**config.mk**
```make
export PLATFORM = sky130hd
export DESIGN_NAME = pc_fetch_unit
export DESIGN_NICKNAME = d
export VERILOG_FILES = /design/src/rtl/pc_fetch_unit_pkg.sv /design/src/rtl/pc_fetch_unit_target_calc.sv /design/src/rtl/pc_fetch_unit.sv
export SDC_FILE = /design/constraint.sdc
export NUM_CORES = 1
export LEC_CHECK = 0
export CORE_MARGIN = 1
export CORE_UTILIZATION = 48
export CTS_BUF_LIST = sky130_fd_sc_hd__clkbuf_16
export DETAILED_ROUTE_END_ITERATION = 12
export HOLD_SLACK_MARGIN = 0.1
export PLACE_DENSITY = 0.77
export SLEW_MARGIN = 5
export SYNTH_ARGS = -nofsm -noshare
export SYNTH_HDL_FRONTEND = slang
export SYNTH_HIERARCHICAL = 1
export SYNTH_SLANG_ARGS = --single-unit
```
**constraint.sdc**
```tcl
create_clock -name clk -period 3.7 [get_ports clk]
set_clock_uncertainty 0.2 [all_clocks]
set_input_delay 0.555 -clock clk [delete_from_list [all_inputs] [get_ports clk]]
set_output_delay 0.555 -clock clk [all_outputs]
set_load 0.02 [all_outputs]
```
**src/rtl/pc_fetch_unit_pkg.sv**
```systemverilog
// Shared fetch/execute constants: the NOP bubble encoding, pipeline depth
// between fetch and execute, and the default boot address.
package pc_fetch_unit_pkg;

  // addi x0, x0, 0 -- the canonical bubble presented to execute
  localparam logic [31:0] NOP_INSTR = 32'h0000_0013;

  // Register stages between fetch_pc and execute (f1 and E)
  localparam int unsigned PIPELINE_STAGES = 2;

  // Default first fetch address after reset
  localparam logic [31:0] RESET_PC_DEFAULT = 32'h0000_0000;

  // Word step between sequential fetches
  localparam logic [31:0] PC_STEP = 32'h0000_0004;

  // A jump target is misaligned when its byte-offset bits are non-zero
  function automatic logic addr_misaligned(input logic [1:0] low_bits);
    return (low_bits != 2'b00);
  endfunction

endpackage

```
**src/rtl/pc_fetch_unit_target_calc.sv**
```systemverilog
// Jump target calculation: relative (fetch_pc + offset) or absolute target,
// word-aligned result plus a flag for a non-word-aligned request.
module pc_target_calc
  import pc_fetch_unit_pkg::*;
#(
  parameter int unsigned W = 32
) (
  input  logic [W-1:0] fetch_pc_i,
  input  logic [W-1:0] jump_offset_i,
  input  logic         not_relative_i,
  output logic [W-1:0] target_aligned_o,
  output logic         misaligned_o
);

  logic [W-1:0] target_s;

  // Select target source, force word alignment and flag dropped low bits
  always_comb begin
    if (not_relative_i) begin
      target_s = jump_offset_i;
    end else begin
      target_s = fetch_pc_i + jump_offset_i;
    end
    target_aligned_o = {target_s[W-1:2], 2'b00};
    misaligned_o     = addr_misaligned(target_s[1:0]);
  end

endmodule

```
**src/rtl/pc_fetch_unit.sv**
```systemverilog
// Three-stage instruction fetch: fetch_pc (F), address in flight (f1),
// instruction to execute (E). A one-entry skid register keeps the word that
// returns on the first stall cycle, since the memory is not re-read while
// stalled.
module pc_fetch_unit
  import pc_fetch_unit_pkg::*;
#(
  parameter int unsigned              INSTR_LENGTH = 32,
  parameter logic [INSTR_LENGTH-1:0]  RESET_PC     = INSTR_LENGTH'(RESET_PC_DEFAULT)
) (
  input  logic                    clk,
  input  logic                    rst,
  input  logic                    pc_jump,
  input  logic                    not_relative_pc,
  input  logic [INSTR_LENGTH-1:0] jump_offset,
  input  logic                    stall,
  output logic [INSTR_LENGTH-1:0] imem_addr,
  output logic                    imem_req,
  input  logic [INSTR_LENGTH-1:0] imem_rdata,
  output logic [INSTR_LENGTH-1:0] instr,
  output logic [INSTR_LENGTH-1:0] instr_pc,
  output logic                    instr_valid,
  output logic                    misalign_err
);

  localparam logic [INSTR_LENGTH-1:0] NOP_W  = INSTR_LENGTH'(NOP_INSTR);
  localparam logic [INSTR_LENGTH-1:0] STEP_W = INSTR_LENGTH'(PC_STEP);
  localparam logic [INSTR_LENGTH-1:0] ZERO_W = {INSTR_LENGTH{1'b0}};

  logic [INSTR_LENGTH-1:0] fetch_pc_q,    fetch_pc_d;
  logic [INSTR_LENGTH-1:0] f1_pc_q,       f1_pc_d;
  logic                    f1_valid_q,    f1_valid_d;
  logic [INSTR_LENGTH-1:0] instr_q,       instr_d;
  logic [INSTR_LENGTH-1:0] instr_pc_q,    instr_pc_d;
  logic                    instr_valid_q, instr_valid_d;
  logic [INSTR_LENGTH-1:0] skid_q,        skid_d;
  logic                    skid_valid_q,  skid_valid_d;
  logic                    misalign_q,    misalign_d;

  logic [INSTR_LENGTH-1:0] target_aligned_s;
  logic                    misaligned_s;
  logic [INSTR_LENGTH-1:0] f1_data_s;

  pc_target_calc #(
    .W (INSTR_LENGTH)
  ) u_target_calc (
    .fetch_pc_i       (fetch_pc_q),
    .jump_offset_i    (jump_offset),
    .not_relative_i   (not_relative_pc),
    .target_aligned_o (target_aligned_s),
    .misaligned_o     (misaligned_s)
  );

  // Word belonging to f1_pc: the skid copy if a stall parked it, else live data
  always_comb begin
    if (skid_valid_q) begin
      f1_data_s = skid_q;
    end else begin
      f1_data_s = imem_rdata;
    end
  end

  // Next-state: hold on stall, redirect on jump, otherwise advance one word
  always_comb begin
    fetch_pc_d    = fetch_pc_q;
    f1_pc_d       = f1_pc_q;
    f1_valid_d    = f1_valid_q;
    instr_d       = instr_q;
    instr_pc_d    = instr_pc_q;
    instr_valid_d = instr_valid_q;
    skid_d        = skid_q;
    skid_valid_d  = skid_valid_q;
    misalign_d    = 1'b0;

    if (stall) begin
      // Only the first stall cycle carries the word requested for f1_pc
      if (!skid_valid_q) begin
        skid_d       = imem_rdata;
        skid_valid_d = 1'b1;
      end else begin
        skid_d       = skid_q;
        skid_valid_d = 1'b1;
      end
    end else if (pc_jump) begin
      fetch_pc_d    = target_aligned_s;
      f1_valid_d    = 1'b0;
      instr_d       = NOP_W;
      instr_pc_d    = f1_pc_q;
      instr_valid_d = 1'b0;
      skid_valid_d  = 1'b0;
      misalign_d    = misaligned_s;
    end else begin
      fetch_pc_d   = fetch_pc_q + STEP_W;
      f1_pc_d      = fetch_pc_q;
      f1_valid_d   = 1'b1;
      instr_pc_d   = f1_pc_q;
      skid_valid_d = 1'b0;
      if (f1_valid_q) begin
        instr_d       = f1_data_s;
        instr_valid_d = 1'b1;
      end else begin
        instr_d       = NOP_W;
        instr_valid_d = 1'b0;
      end
    end
  end

  // Pipeline registers with synchronous active-low reset
  always_ff @(posedge clk) begin
    if (!rst) begin
      fetch_pc_q    <= RESET_PC;
      f1_pc_q       <= ZERO_W;
      f1_valid_q    <= 1'b0;
      instr_q       <= NOP_W;
      instr_pc_q    <= ZERO_W;
      instr_valid_q <= 1'b0;
      skid_q        <= ZERO_W;
      skid_valid_q  <= 1'b0;
      misalign_q    <= 1'b0;
    end else begin
      fetch_pc_q    <= fetch_pc_d;
      f1_pc_q       <= f1_pc_d;
      f1_valid_q    <= f1_valid_d;
      instr_q       <= instr_d;
      instr_pc_q    <= instr_pc_d;
      instr_valid_q <= instr_valid_d;
      skid_q        <= skid_d;
      skid_valid_q  <= skid_valid_d;
      misalign_q    <= misalign_d;
    end
  end

  assign imem_addr    = fetch_pc_q;
  assign imem_req     = rst & ~stall;
  assign instr        = instr_q;
  assign instr_pc     = instr_pc_q;
  assign instr_valid  = instr_valid_q;
  assign misalign_err = misalign_q;

endmodule
```
# Yosys cells after proc, flatten, opt, wreduce, memory -nomap -nowiden
# Cells that the tools add are included.
totals:
  regBits: 164
classes:
  addsub: 2
  mux: 9
  n_bitwise: 4
  n_reduce_logical: 3
op_table:
  columns: ["cell", "n"]
  rows:
  - ["$mux 32", 5]
  - ["$add 32x3->32 const B", 1]
  - ["$add 32x32->32", 1]
  - ["$mux 1", 4]
  - ["$not 1->1", 3]
  - ["$reduce_or 3->1", 1]
  - ["$reduce_and 2->1", 1]
  - ["$reduce_bool 2->1", 1]
  - ["$and 1x1->1", 1]

# Depth between registers and ports, before layout
logic_depth:
  word_depth: 3
  ltp_mapped: 14
  mapped_depth_nobuf: 14

# Hierarchy
# The synthesis kept the hierarchy.
by_module_without_submodules:
  columns: ["mod", "n_inst", "cells_each", "area_each_um2", "seq_area_each_um2"]
  rows:
  - ["pc_fetch_unit", 1, 815, 7109.3, 3283.1]
  - ["pc_target_calc", 1, 305, 2145.8, 0.0]

# Least setup slack after synthesis
# No wires, ideal clock.
synth_timing:
  path_type: "input -> register"
  from: "input jump_offset[0]"
  to: "register fetch_pc_q[30] (netlist: imem_addr[30])"
  setup_ns: 0.115
  t_arrival_ns: 3.336
  setup_slack_ns: 0.048
  cell_stages: 14
  n_path_buf: 0
  cell_sequence: "ha_1 > fa_1 > a211oi_2 > o21ba_1 > o211ai_1 > a31o_2 > nand4_1 > a21oi_1 > or4_1 > a31o_1 > nand2_1 > o41a_1 > o2111ai_1 > and3_1"
synth_between:
  elab_chain_len: 3
synth_rtl:
  columns: ["element", "line_no", "source"]
  rows:
  - ["from (decl)", "pc_fetch_unit.sv:15", "input logic [INSTR_LENGTH-1:0] jump_offset,"]
  - ["$add 32x32->32", "pc_fetch_unit_target_calc.sv:22", "target_s = fetch_pc_i + jump_offset_i;"]
  - ["$mux 32", "pc_fetch_unit_target_calc.sv:19", "if (not_relative_i) begin"]
  - ["via target_aligned_s[30]", "pc_fetch_unit.sv:40", "logic [INSTR_LENGTH-1:0] target_aligned_s;"]
  - ["$mux 32", "pc_fetch_unit.sv:84", "end else if (pc_jump) begin"]
  - ["to (signal assigned)", "pc_fetch_unit.sv:121", "fetch_pc_q <= fetch_pc_d;"]
  - ["to (decl)", "pc_fetch_unit.sv:30", "logic [INSTR_LENGTH-1:0] fetch_pc_q, fetch_pc_d;"]
# The timed path passes the listed nets, and every way through them passes these cells.
# A chain may end at the register's enable or synchronous reset.

# Worst setup path in the final report
layout_timing:
  from: "input jump_offset[8]"
  to: "register fetch_pc_q[28] (netlist: imem_addr[28])"
# The elaborated chain is that of the path after synthesis.

==> qor.txt <==
M1 GR Usage: 35.6%
final WL: 26,200 um
via count: 8,971
Worst Path Required: 3.87 ns
TNS Setup: 0 ns
number of DRC markers in iteration 0: 824
TritonCTS clock tree: built
# diodes: 0
RSZ-0062 raised after global routing: false
Synth Area in Simple Gates: 22.8%
Clock Path Buffers: 2
Worst R2R Path Depth: 15
Largest stage delay, worst path: 0.52 ns
initial antenna violation count: 0
Clk Tree Root Cell: clkbuf_16
ys flop type: dfxtp_1
worst-path fanout max: 5
Worst Hold Class: reg -> reg
Die ar.: 19,800 um^2
H-Tree Depth: 4
initial core utilization: 49.1%
#FFs+latches synth: 164
layout cells sized above 1: 12.6%
Critical Path AT: 3.73 ns
DP Cell Count: 1,558
post-synthesis xor/xnor area fraction: 1.99%
CTS Buf Count: 17
routed len/inst: 16.4 um
Sink Count: 164
Synth cell types: 81
DR pass1 iterations: 5
grt peak-use layer: met2
Die Ht: 141 um
Tcrit/Tclk final: 96.3%
Max Cap Viol: 0
nets: 1,423
via/cell ratio: 5.63
share of the yosys chip area belonging to registers: 35.5%
cell mode on critical path: o211ai_1
status: finished clean
number of synthesized flops with an enable pin: 0
P per Cell Area: 377 nW/um^2
Worst Max-Slew Pin Slew: 0.984 ns
Layout area overhead: 31.6%
CP delay by family, top: compound AO/OA/AOI/OAI gates
WP depth: 15
vias in the first global route: 8,264
Synth Area in Compound Gates: 22.1%
antenna-violating nets left: 0
first-pass GRT wire length: 41,900 um
Synth async-reset ratio: 0%
Design Power: 4.59 mW
Critical path buffers and inverters: 2
Final Hold Violating Endpoints: 0
GRT met2 Usage: 43.2%
hold depth: 2
Adder-Cell Fraction of Synth Area: 4.54%
Hold-fix buffers, CTS: 0
Ports: 168
Remaining DRCs: 0
critical path, cell by cell: clkdlybuf4s50_1, ha_1, and3_1, nand3_1, o211ai_1, a31o_2, buf_4, a21oi_1, o41ai_2, nand4_1, o211ai_1, nor2b_1, o21ai_0, o211ai_1, mux2i_1
Peak VDD IR: 0.000236 V
worst skew pair latency: 0.44 ns
Post-Syn Area: 9260 um^2
largest net degree at the start of global routing: 84
GR Util met3: 4.35%
Final Critical Period: 3.56 ns
Startpoint Class: input port
Critical-path top delay cell: o41ai_2
fin. max-slew vios: 0
main combinational cell family by area after synthesis: simple AND/OR/NAND/NOR gates
Worst-path clk slew: 0.07 ns
gpl congestion: 0.918
mux share of post-synthesis cell area: 8.33%
P_leak: 4.79 nW
Detailed Place HPWL: 18,900 um
max_slew headroom: 34.3%
total track usage: 26.3%
Finished Core Util: 64.7%
final non-filler cell total: 1,594
GRT overflow: 0
critical path class: in -> reg
FMAX: 281 MHz
CP endpoint kind: flop
final worst setup slack: 0.136 ns
core area: 18,800 um^2
Synth Instances: 1,120
Finish-stage setup viols: 0
setup slack at placement: -0.593 ns
number of port buffers: 167
Die X: 141 um
synthesized area per cell: 8.26 um^2
FP Rows: 50
Yosys Warn Count: 6
-- what timing repair did --
item	4_1_cts	5_1_grt
gates cloned	0	0
pin swaps	2	8
setup endpoints to repair	2	6
hold endpoints to repair	0	0
resized for setup	3	4
setup buffers	2	2
-- flip-flops by register name, summed over array words and instances (netlist names) --
| signal | count |
|---|---|
| f1_pc_q | 32 |
| f1_valid_q | 1 |
| imem_addr | 32 |
| instr | 32 |
| instr_pc | 32 |
| instr_valid | 1 |
| misalign_err | 1 |
| skid_q | 32 |
| skid_valid_q | 1 |
-- cell usage after synthesis (7+ instances only) --
master     instances  area (um^2)
a211oi_1           9         67.6
a21boi_0          65          488
a21o_1            22          165
a21oi_1           36          180
a22o_1             7         61.3
a31oi_1            7         43.8
and3_1            11         68.8
buf_2              7         35.0
clkbuf_1          63          236
dfxtp_1          164         3280
ha_1              32          400
inv_1             11         41.3
mux2_2             8         90.1
mux2i_1           68          681
nand2_1          223          837
nand3_1           37          185
nand4_1           12         75.1
nor2_1            40          150
nor2b_1           42          263
nor3_1            10         50.1
nor4_1            10         62.6
o2111ai_1          7         61.3
o211ai_1          12         90.1
o21ai_0           70          350
or4_1              7         52.6
xnor2_1           15          131
-- cells by family (layout without fill, tap and decap cells) --
group | after synthesis | after routing
adders and majority gates | 33 | 33
and+or+nand+nor | 434 | 434
muxes | 76 | 76
other | 1 | 2
xor gates and xnor gates | 21 | 21
buffers and inverters | 95 | 308
DFF | 164 | 164
AOI/OAI and AO/OA | 296 | 296
-- layout by cell type (no fill, tap or decap), drive strengths merged, types with 7 or more instances in the layout --
master         count
mux2i             68
ha                32
a31oi              8
nand2            223
nor2b             42
mux2               8
clkbuf            17
o211ai            12
a21oi             37
a21o              23
clkdlybuf4s50    164
o2111ai            7
or4                7
clkinv             9
nor2              40
inv               17
nor3              10
nand3             37
nor4              11
and3              12
o21ai             73
nor3b              7
xnor2             15
dfxtp            164
buf               98
a211oi            10
a22o               7
a21boi            66
nand4             14
-- path summary, 6_finish.rpt --
| path | from | slack (ns) | to |
|---|---|---|---|
| min | instr[9] | 0.25 | instr[9] |
| max | jump_offset[8] | 0.14 | imem_addr[28] |
| max reg2reg | imem_addr[0] | 0.25 | imem_addr[28] |
| min reg2reg | instr[9] | 0.25 | instr[9] |
-- final cells by class --
class	instances	area [um^2]
fillers	1609	6650
multi-input cells	862	5570
flip-flops and latches	164	3280
repair buffers	263	2390
clock buffers	17	425
well taps	260	325
clock inverters	15	146
inverters	13	48.8
-- metrics by stage --
| stage | hold slack (ns) | area [um^2] |
|---|---|---|
| floorplan | 0.240 | 9260 |
| global placement | 0.230 | 11600 |
| detailed placement | 0.241 | 11600 |
| CTS | 0.256 | 12200 |
| global route | 0.271 | 12200 |
| finish | 0.249 | 12200 |
-- per-layer routing --
layer	part of all wire, %	vias up
met4	1.6	0
met1	46	4185
li1	-	4408
met2	46	340
met3	6.1	38
met5	0	-
-- worst register-to-register path, delay by kind of cell (launching register included) --
| kind | cells | cell delay, ns |
|---|---|---|
| buffers and inverters | 1 | 0.15 |
| and+or+nand+nor | 2 | 0.24 |
| AOI/OAI and AO/OA | 9 | 1.83 |
| DFF | 1 | 0.36 |
| adders and majority gates | 2 | 0.44 |
| muxes | 1 | 0.15 |
-- power breakdown --
group / internal [mW] / leakage (nW) / total (mW) / switching [mW]
registers: 1.83 / 1.33 / 1.88 / 0.0524
clock network: 0.944 / 0.281 / 1.73 / 0.781
logic: 0.463 / 3.18 / 0.987 / 0.524
Note: power is estimated with default switching activity, not from simulation.
